===== config.mk =====
export PLATFORM = sky130hd
export DESIGN_NAME = ring_modulator_core
export DESIGN_NICKNAME = d
export VERILOG_FILES = /design/src/rtl/ring_modulator_core.sv
export SDC_FILE = /design/constraint.sdc
export NUM_CORES = 1
export LEC_CHECK = 0
export CAP_MARGIN = 30
export CELL_PAD_IN_SITES_DETAIL_PLACEMENT = 1
export CELL_PAD_IN_SITES_GLOBAL_PLACEMENT = 1
export CORE_ASPECT_RATIO = 2
export CORE_MARGIN = 3
export CORE_UTILIZATION = 40
export DETAILED_ROUTE_END_ITERATION = 10
export MAX_ROUTING_LAYER = met4
export PLACE_DENSITY_LB_ADDON = 0.1
export SYNTH_ARGS = -nofsm -noshare
export SYNTH_HDL_FRONTEND = slang
export SYNTH_SLANG_ARGS = --single-unit

===== constraint.sdc =====
create_clock -name CLK -period 13.06 [get_ports CLK]
set_input_delay 1.306 -clock CLK [delete_from_list [all_inputs] [get_ports CLK]]
set_output_delay 1.306 -clock CLK [all_outputs]
set_load 0.1 [all_outputs]

===== src/rtl/ring_modulator_core.sv =====
// Triangle-carrier ring modulator for a stereo pair, sharing one multiplier between L and R.
// Latency: a strobe in cycle N gives sample_out_valid in cycle N+3. No backpressure; strobes that arrive while busy are dropped and flagged on overrun.
module ring_modulator_core #(
    parameter int DATA_W         = 16,
    parameter int DEFAULT_PERIOD = 3551,
    parameter int MIN_PERIOD     = 2
) (
    input  logic                     CLK,
    input  logic                     RST_N,
    input  logic [31:0]              frequency,
    input  logic                     disabled,
    input  logic signed [DATA_W-1:0] left_in,
    input  logic signed [DATA_W-1:0] right_in,
    input  logic                     sample_in_valid,
    output logic signed [DATA_W-1:0] left_out,
    output logic signed [DATA_W-1:0] right_out,
    output logic                     sample_out_valid,
    output logic                     overrun,
    output logic signed [16:0]       carrier
);

    localparam int PROD_W = DATA_W + 17;
    localparam logic signed [PROD_W-1:0] SAT_MAX = PROD_W'((1 << (DATA_W - 1)) - 1);
    localparam logic signed [PROD_W-1:0] SAT_MIN = -SAT_MAX - PROD_W'(1);

    typedef enum logic [1:0] {IDLE, MUL_L, MUL_R, OUT} state_t;

    state_t                     state, state_nxt;
    logic [31:0]                step_cnt;
    logic [31:0]                period_q;
    logic [31:0]                period_nxt;
    logic [4:0]                 phase;
    logic [3:0]                 mag;
    logic signed [16:0]         mag_ext;

    logic signed [DATA_W-1:0]   left_q, right_q, hold_l;
    logic signed [16:0]         carrier_q;
    logic                       disabled_q;

    logic signed [DATA_W-1:0]   mul_a;
    logic signed [PROD_W-1:0]   prod, rounded, shifted;
    logic signed [DATA_W-1:0]   mul_res;

    assign period_nxt = (frequency < 32'(MIN_PERIOD)) ? 32'(MIN_PERIOD) : frequency;

    // Carrier step timing: the period reloads only at the wrap, so mid-step changes wait a step.
    always_ff @(posedge CLK or negedge RST_N) begin
        if (!RST_N) begin
            step_cnt <= '0;
            period_q <= 32'(DEFAULT_PERIOD);
            phase    <= '0;
        end else if (step_cnt == period_q - 32'd1) begin
            step_cnt <= '0;
            phase    <= phase + 5'd1;
            period_q <= period_nxt;
        end else begin
            step_cnt <= step_cnt + 32'd1;
        end
    end

    // Quarter-wave magnitude in units of 4096, mirrored on phase[3], negated on phase[4].
    always_comb begin
        mag     = phase[3] ? (4'd8 - {1'b0, phase[2:0]}) : {1'b0, phase[2:0]};
        mag_ext = {1'b0, mag, 12'b0};
        carrier = phase[4] ? -mag_ext : mag_ext;
    end

    assign mul_a   = (state == MUL_L) ? left_q : right_q;
    assign prod    = $signed({{17{mul_a[DATA_W-1]}}, mul_a}) * $signed({{DATA_W{carrier_q[16]}}, carrier_q});
    assign rounded = prod + PROD_W'(16384);
    assign shifted = rounded >>> 15;

    always_comb begin
        mul_res = shifted[DATA_W-1:0];
        if (disabled_q) begin
            mul_res = mul_a;
        end else if (shifted > SAT_MAX) begin
            mul_res = SAT_MAX[DATA_W-1:0];
        end else if (shifted < SAT_MIN) begin
            mul_res = SAT_MIN[DATA_W-1:0];
        end
    end

    always_ff @(posedge CLK or negedge RST_N) begin
        if (!RST_N) begin
            state      <= IDLE;
            left_q     <= '0;
            right_q    <= '0;
            disabled_q <= 1'b0;
            carrier_q  <= '0;
            hold_l     <= '0;
            left_out   <= '0;
            right_out  <= '0;
        end else begin
            state <= state_nxt;
            case (state)
                IDLE: begin
                    if (sample_in_valid) begin
                        left_q     <= left_in;
                        right_q    <= right_in;
                        disabled_q <= disabled;
                        carrier_q  <= carrier;
                    end
                end
                MUL_L: hold_l <= mul_res;
                // Outputs load together on entry to OUT so both change in the valid cycle.
                MUL_R: begin
                    left_out  <= hold_l;
                    right_out <= mul_res;
                end
                default: ;
            endcase
        end
    end

    always_comb begin
        state_nxt        = state;
        sample_out_valid = 1'b0;
        overrun          = 1'b0;
        case (state)
            IDLE:  if (sample_in_valid) state_nxt = MUL_L;
            MUL_L: state_nxt = MUL_R;
            MUL_R: state_nxt = OUT;
            OUT: begin
                state_nxt        = IDLE;
                sample_out_valid = 1'b1;
            end
            default: state_nxt = IDLE;
        endcase
        if (sample_in_valid && state != IDLE) overrun = 1'b1;
    end

endmodule


[After elaboration in Yosys (flattened, before gate mapping)]
Cells that the tools add are included.
Word-level totals
  word-level logic and storage cells: 42
  input bits: 68
  output and inout port bits: 51
  bits in registers: 169
Cells by class
  magnitude comparators: 3
  mux-type cells: 12
  multiply operators: 1
  add/sub/neg operators: 6
  reductions and logical operators: 4
  equal/unequal tests: 5
Operator list (number)
  $mux W16: 4
  $mux W32: 2
  $add A33 B16 Y33 const B: 1
  $mul A16 B17 Y33: 1
  $add A32 B1 Y32 const B: 1
  $eq A32 B32 Y1: 1
  $lt A32 B2 Y1 const B: 1
  $sub A32 B1 Y32 const B: 1
  $gt A18 B16 Y1 const B: 1
  $lt A18 B16 Y1 const B: 1
  $mux W17: 1
  $neg A16 Y17: 1
  $pmux W2 S4: 1
  $add A5 B1 Y5 const B: 1
  $eq A2 B2 Y1 const B: 2
  $mux W4: 1
  $sub A4 B3 Y4 const A: 1
  $eq A2 B1 Y1 const B: 1
  $logic_not A2 Y1: 1
  $mux W1: 2
  $mux W2: 1
  $ne A2 B2 Y1 const B: 1
  $reduce_and A2 Y1: 1
  $reduce_bool A2 Y1: 1
  $logic_and A1 B1 Y1: 1

[Depth between registers and ports, before layout]
  depth after elaboration: 8
  mapped depth: 30
  mapped depth without buffers: 27

[Least setup slack after synthesis]
No wires, ideal clock.
  path kind: reg-to-reg
  start point: register state[1]
  end point: register hold_l[10]
  cell stages (with the launch flop): 29
  data required time: 12.977 ns
  setup time: 0.083 ns
  setup slack: 5.699 ns
  arrival time: 7.278 ns
  clock period less this slack: 7.361 ns
  path buffers: 3
  path through: dfrtp_1 -> inv_1 -> ha_1 -> buf_1 -> mux2i_1 -> nand2b_1 -> inv_1 -> fa_1 -> inv_1 -> fa_1 -> fa_1 -> fa_1 -> inv_1 -> fa_1 -> inv_1 -> fa_1 -> inv_1 -> ha_1 -> clkbuf_1 -> nand2_1 -> o21ai_0 -> nand2b_1 -> o221ai_1 -> a211oi_1 -> o21ai_0 -> nand2_1 -> clkbuf_1 -> a21oi_1 -> o22ai_1
Between the ends
  longest elaborated chain between the ends: 8
  elaborated cells on any way between the ends: 9
  classes of those cells: 1 x add/sub; 1 x mul; 2 x order compare; 1 x eq/ne; 4 x mux
RTL lines
  start, declared: line 28  | state_t state, state_nxt;
  start signal, assigned: line 95  | state <= state_nxt;
  $eq A2 B1 Y1 (*): line 68, 96
  $mux W16: line 68  | assign mul_a = (state == MUL_L) ? left_q : right_q;
  $mul A16 B17 Y33: line 69  | assign prod = $signed({{17{mul_a[DATA_W-1]}}, mul_a}) * $signed({{DATA_W{carrier_q[16]}}, carrier_q});
  $add A33 B16 Y33: line 70  | assign rounded = prod + PROD_W'(16384);
  $lt A18 B16 Y1: line 79  | end else if (shifted < SAT_MIN) begin
  $mux W16: line 79
  $mux W16: line 77  | end else if (shifted > SAT_MAX) begin
  $mux W16: line 75  | if (disabled_q) begin
  end signal, assigned: line 105  | MUL_L: hold_l <= mul_res;
  end, declared: line 36  | logic signed [DATA_W-1:0] left_q, right_q, hold_l;
Mark *: on every way between the ends. The rest lies on a longest branch, timed or not.
A chain may end at the register's enable or synchronous reset.

[Final worst setup path]
  start point: register state[1]
  end point: register hold_l[6]
The elaborated chain is that of the path after synthesis.

==> flow_summary.json <==
{
  "tightestPinTransition_ns": 1.012,
  "crit_arrival_ns": 9.08,
  "synth.avg_cell_area_um2": 9.800,
  "total_leakage_power_nw": 6.935,
  "hold_path_depth": 1,
  "total_power_mw": 2.909,
  "cts_setup_buffers": 0,
  "synth_largest_type_area_fraction": 0.2789,
  "final_max_slew_viol_count": 0,
  "synthDominantAreaCellType": "sky130_fd_sc_hd__dfrtp_1",
  "h-tree-depth": 4,
  "relSlewSlack": 0.3232,
  "synth.lib_cells_used.distinct": 64,
  "worstReg2RegEnd": "hold_l[6]$_DFFE_PN0P_",
  "cts_buffers": 17,
  "row_count": 93,
  "ys_dominant_reg_cell": "sky130_fd_sc_hd__dfrtp_1",
  "synth_area_um2": 13190,
  "gp_congestion": 0.8567,
  "max_freq_mhz": 113.9,
  "post-place-cells": 1840,
  "synthesized_instance_count": 1346,
  "tns_ns": 0,
  "grt_setup_unrepaired": "false",
  "number_of_design_rule_violations_left_by_the_first_detailed_router_iteration": 314,
  "cts-resized-gates": 0,
  "holdPathEnd": "right_q[3]$_DFFE_PN0P_",
  "clockRootBuffer": "sky130_fd_sc_hd__clkbuf_16",
  "area_growth_pct": 15.83,
  "hold_path_startpoint": "right_q[3]$_DFFE_PN0P_",
  "final_net_count": 1687,
  "synthArstFlopShare": 1.000,
  "post_route_non_filler_standard_cell_count": 1873,
  "hold_class": "reg2reg",
  "synth_edf_count": 0,
  "synthesis.yosys.warnings": 0,
  "grt_pass1_wl_mm": 61.47,
  "route.final.wire_length_mm": 39.08,
  "number_of_ports_placed_on_the_die_boundary": 119,
  "post_detailed_route_via_to_cell_ratio": 5.262,
  "numClockSinks": 157,
  "crit_path_max_fanout": 26,
  "run_status": "finished, final reports clean",
  "dr.pass1.iters": 4,
  "worst_reg2reg_path_length_in_cells": 26,
  "total_congestion_overflow_after_global_routing": 0,
  "die-height_um": 262.8,
  "route.antenna.remaining_nets": 0,
  "io_buffers": 106,
  "synthTopCellsByCount": "sky130_fd_sc_hd__inv_1, sky130_fd_sc_hd__dfrtp_1, sky130_fd_sc_hd__fa_1, sky130_fd_sc_hd__nand2_1, sky130_fd_sc_hd__mux2_2",
  "synth.area.top_cells": "sky130_fd_sc_hd__dfrtp_1, sky130_fd_sc_hd__fa_1, sky130_fd_sc_hd__mux2_2",
  "peakVddDrop_v": 0.0001299,
  "clockBufferDepth": 2,
  "clock_insertion_delay_worst_skew_ns": 0.45,
  "clock-skew-final_ns": 0.01688,
  "rr_startpoint": "state[1]$_DFFE_PN0P_",
  "avgRoutedWirePerCell_um": 20.86,
  "total_die_area_um2": 35330,
  "crit_path_start_kind": "flop",
  "initial_utilization": 0.4078,
  "total_core_area_um2": 32350,
  "power_per_cell_area_nw_per_um2": 190.4,
  "drt_drc_violations_left": 0,
  "clkSlewWorstSetupHoldPaths_ns": 0.07,
  "holdWs_ns": 0.5066,
  "finalHoldViolations": 0,
  "ys_seq_elements": 157,
  "timing.critical_path.required_ns": 13.37,
  "setup_violations": 0,
  "setup.worst_path.end_class": "flop",
  "die_w_um": 134.4,
  "antenna_found_initial": 0,
  "critPathKind": "reg2reg",
  "final.period_utilization": 0.6720,
  "post_route_cells_drive_above_1_share": 0.1072,
  "n_fill_cell": 3724,
  "post_route_minimum_period_ns": 8.777,
  "max_cap_violations": 0,
  "grt_start_max_net_pins": 85,
  "synth_seq_area_share": 0.2988,
  "track_usage": 0.2356,
  "ff2ff_setup_slack_ns": 4.28,
  "hpwlAfterDp_mm": 32.74,
  "via_count_of_the_first_global_routing_pass": 11030,
  "via_count": 9855,
  "post-synth-top-count-cell": "sky130_fd_sc_hd__inv_1",
  "cts_hold_repair.buffers": 0,
  "antenna_cells": 0,
  "clock_tree_from_tritoncts": "yes"
}
==> layer usage <==
metal  global-route usage  vias to the layer above  share of wire
met5                    -                        -              0
met3              0.02414                       77          0.015
met1               0.2138                     5045           0.32
met4               0.1322                        0          0.061
li1                     -                     4591              -
met2               0.4610                      142           0.60
==> stage by stage <==
step / utilization / worst slack (ns) / area [µm²]
final: 0.4723 / 4.283 / 15280
after CTS: 0.4717 / 4.117 / 15260
after global placement: 0.4512 / 4.177 / 14600
after global routing: 0.4723 / 3.491 / 15280
after detailed placement: 0.4527 / 4.157 / 14640
after floorplan: - / 5.699 / 13230
==> state kept, by name (all words and copies together) (netlist names), 5 cells and up <==
signal,flops
step_cnt,32
right_out,16
carrier_q,5
hold_l,16
phase,5
right_q,16
left_q,16
period_q,32
left_out,16
==> worst max path at each step <==
stage	from	to
after global placement	state[1]$_DFFE_PN0P_	right_out[2]$_DFFE_PN0P_
final	state[1]$_DFFE_PN0P_	hold_l[6]$_DFFE_PN0P_
after global routing	state[1]$_DFFE_PN0P_	hold_l[7]$_DFFE_PN0P_
after CTS	state[1]$_DFFE_PN0P_	right_out[2]$_DFFE_PN0P_
after detailed placement	state[1]$_DFFE_PN0P_	right_out[2]$_DFFE_PN0P_
after floorplan	state[1]$_DFFE_PN0P_	hold_l[10]$_DFFE_PN0P_
==> layout by cell type (no fill, tap or decap), types with 7 or more instances in the layout <==
cell type and count:
sky130_fd_sc_hd__nor2b_1 38, sky130_fd_sc_hd__or3_1 8, sky130_fd_sc_hd__ha_1 68, sky130_fd_sc_hd__inv_1 207, sky130_fd_sc_hd__fa_1 116, sky130_fd_sc_hd__mux2i_1 11
sky130_fd_sc_hd__nor3_1 25, sky130_fd_sc_hd__and2_1 12, sky130_fd_sc_hd__a21oi_1 39, sky130_fd_sc_hd__nor2_1 75, sky130_fd_sc_hd__buf_4 10, sky130_fd_sc_hd__xor2_1 44
sky130_fd_sc_hd__a31oi_1 11, sky130_fd_sc_hd__a211oi_1 7, sky130_fd_sc_hd__nand4_1 11, sky130_fd_sc_hd__o22ai_1 28, sky130_fd_sc_hd__dfrtp_1 147, sky130_fd_sc_hd__or4_1 8
sky130_fd_sc_hd__nand3_1 23, sky130_fd_sc_hd__clkbuf_16 17, sky130_fd_sc_hd__a21o_1 7, sky130_fd_sc_hd__xnor2_1 62, sky130_fd_sc_hd__mux2_2 80, sky130_fd_sc_hd__o31ai_1 7
sky130_fd_sc_hd__dfstp_2 10, sky130_fd_sc_hd__nand2b_1 16, sky130_fd_sc_hd__nand2_1 91, sky130_fd_sc_hd__o21ai_0 44, sky130_fd_sc_hd__clkdlybuf4s50_1 105, sky130_fd_sc_hd__conb_1 12
sky130_fd_sc_hd__nor4_1 19, sky130_fd_sc_hd__and3_1 8, sky130_fd_sc_hd__mux2_4 10
==> cell type report <==
type                       instances  area (µm²)  area share
multi-input combinational        931        8207      0.5371
clock inverter                    15       190.2     0.01245
timing repair buffer             119        1205     0.07886
inverter                         207       777.0     0.05085
clock buffer                      17       425.4     0.02784
sequential                       157        3941      0.2579
tap                              427       534.3     0.03497
==> kinds of logic (layout without fill, tap and decap cells) <==
kind of cell	count (synthesis)	in the layout	share of synthesized area
fa+ha+maj	186	186	0.2424
simple gates	358	358	0.1393
xor+xnor	106	106	0.07038
compound gates	168	168	0.07768
buf+inv	269	358	0.08309
other cells	1	12	0.0002843
flops	157	157	0.2988
mux	101	101	0.08802
==> worst max-delay path: stages (launching register included) <==
cell and delay (ns):
sky130_fd_sc_hd__dfrtp_1 0.40, sky130_fd_sc_hd__inv_1 0.11, sky130_fd_sc_hd__ha_2 0.55, sky130_fd_sc_hd__buf_16 0.24, sky130_fd_sc_hd__mux2i_1 0.49, sky130_fd_sc_hd__nor2b_1 0.18
sky130_fd_sc_hd__fa_1 0.60, sky130_fd_sc_hd__inv_1 0.08, sky130_fd_sc_hd__fa_1 0.69, sky130_fd_sc_hd__inv_1 0.21, sky130_fd_sc_hd__ha_1 0.37, sky130_fd_sc_hd__xnor2_1 0.19
sky130_fd_sc_hd__fa_1 0.47, sky130_fd_sc_hd__fa_1 0.55, sky130_fd_sc_hd__inv_1 0.06, sky130_fd_sc_hd__fa_1 0.53, sky130_fd_sc_hd__inv_1 0.04, sky130_fd_sc_hd__ha_1 0.36
sky130_fd_sc_hd__a211oi_1 0.44, sky130_fd_sc_hd__a21o_1 0.21, sky130_fd_sc_hd__nor3_1 0.06, sky130_fd_sc_hd__a211oi_1 0.16, sky130_fd_sc_hd__o311ai_0 0.21, sky130_fd_sc_hd__o21ai_0 0.53
sky130_fd_sc_hd__nand2_1 0.43, sky130_fd_sc_hd__a21oi_1 0.32, sky130_fd_sc_hd__o22ai_1 0.12
==> where the power goes <==
group	switching, mW	internal [mW]
clock	0.244	0.276
combinational	1.12	0.533
sequential	0.110	0.627
(Power assumes the default switching activity.)
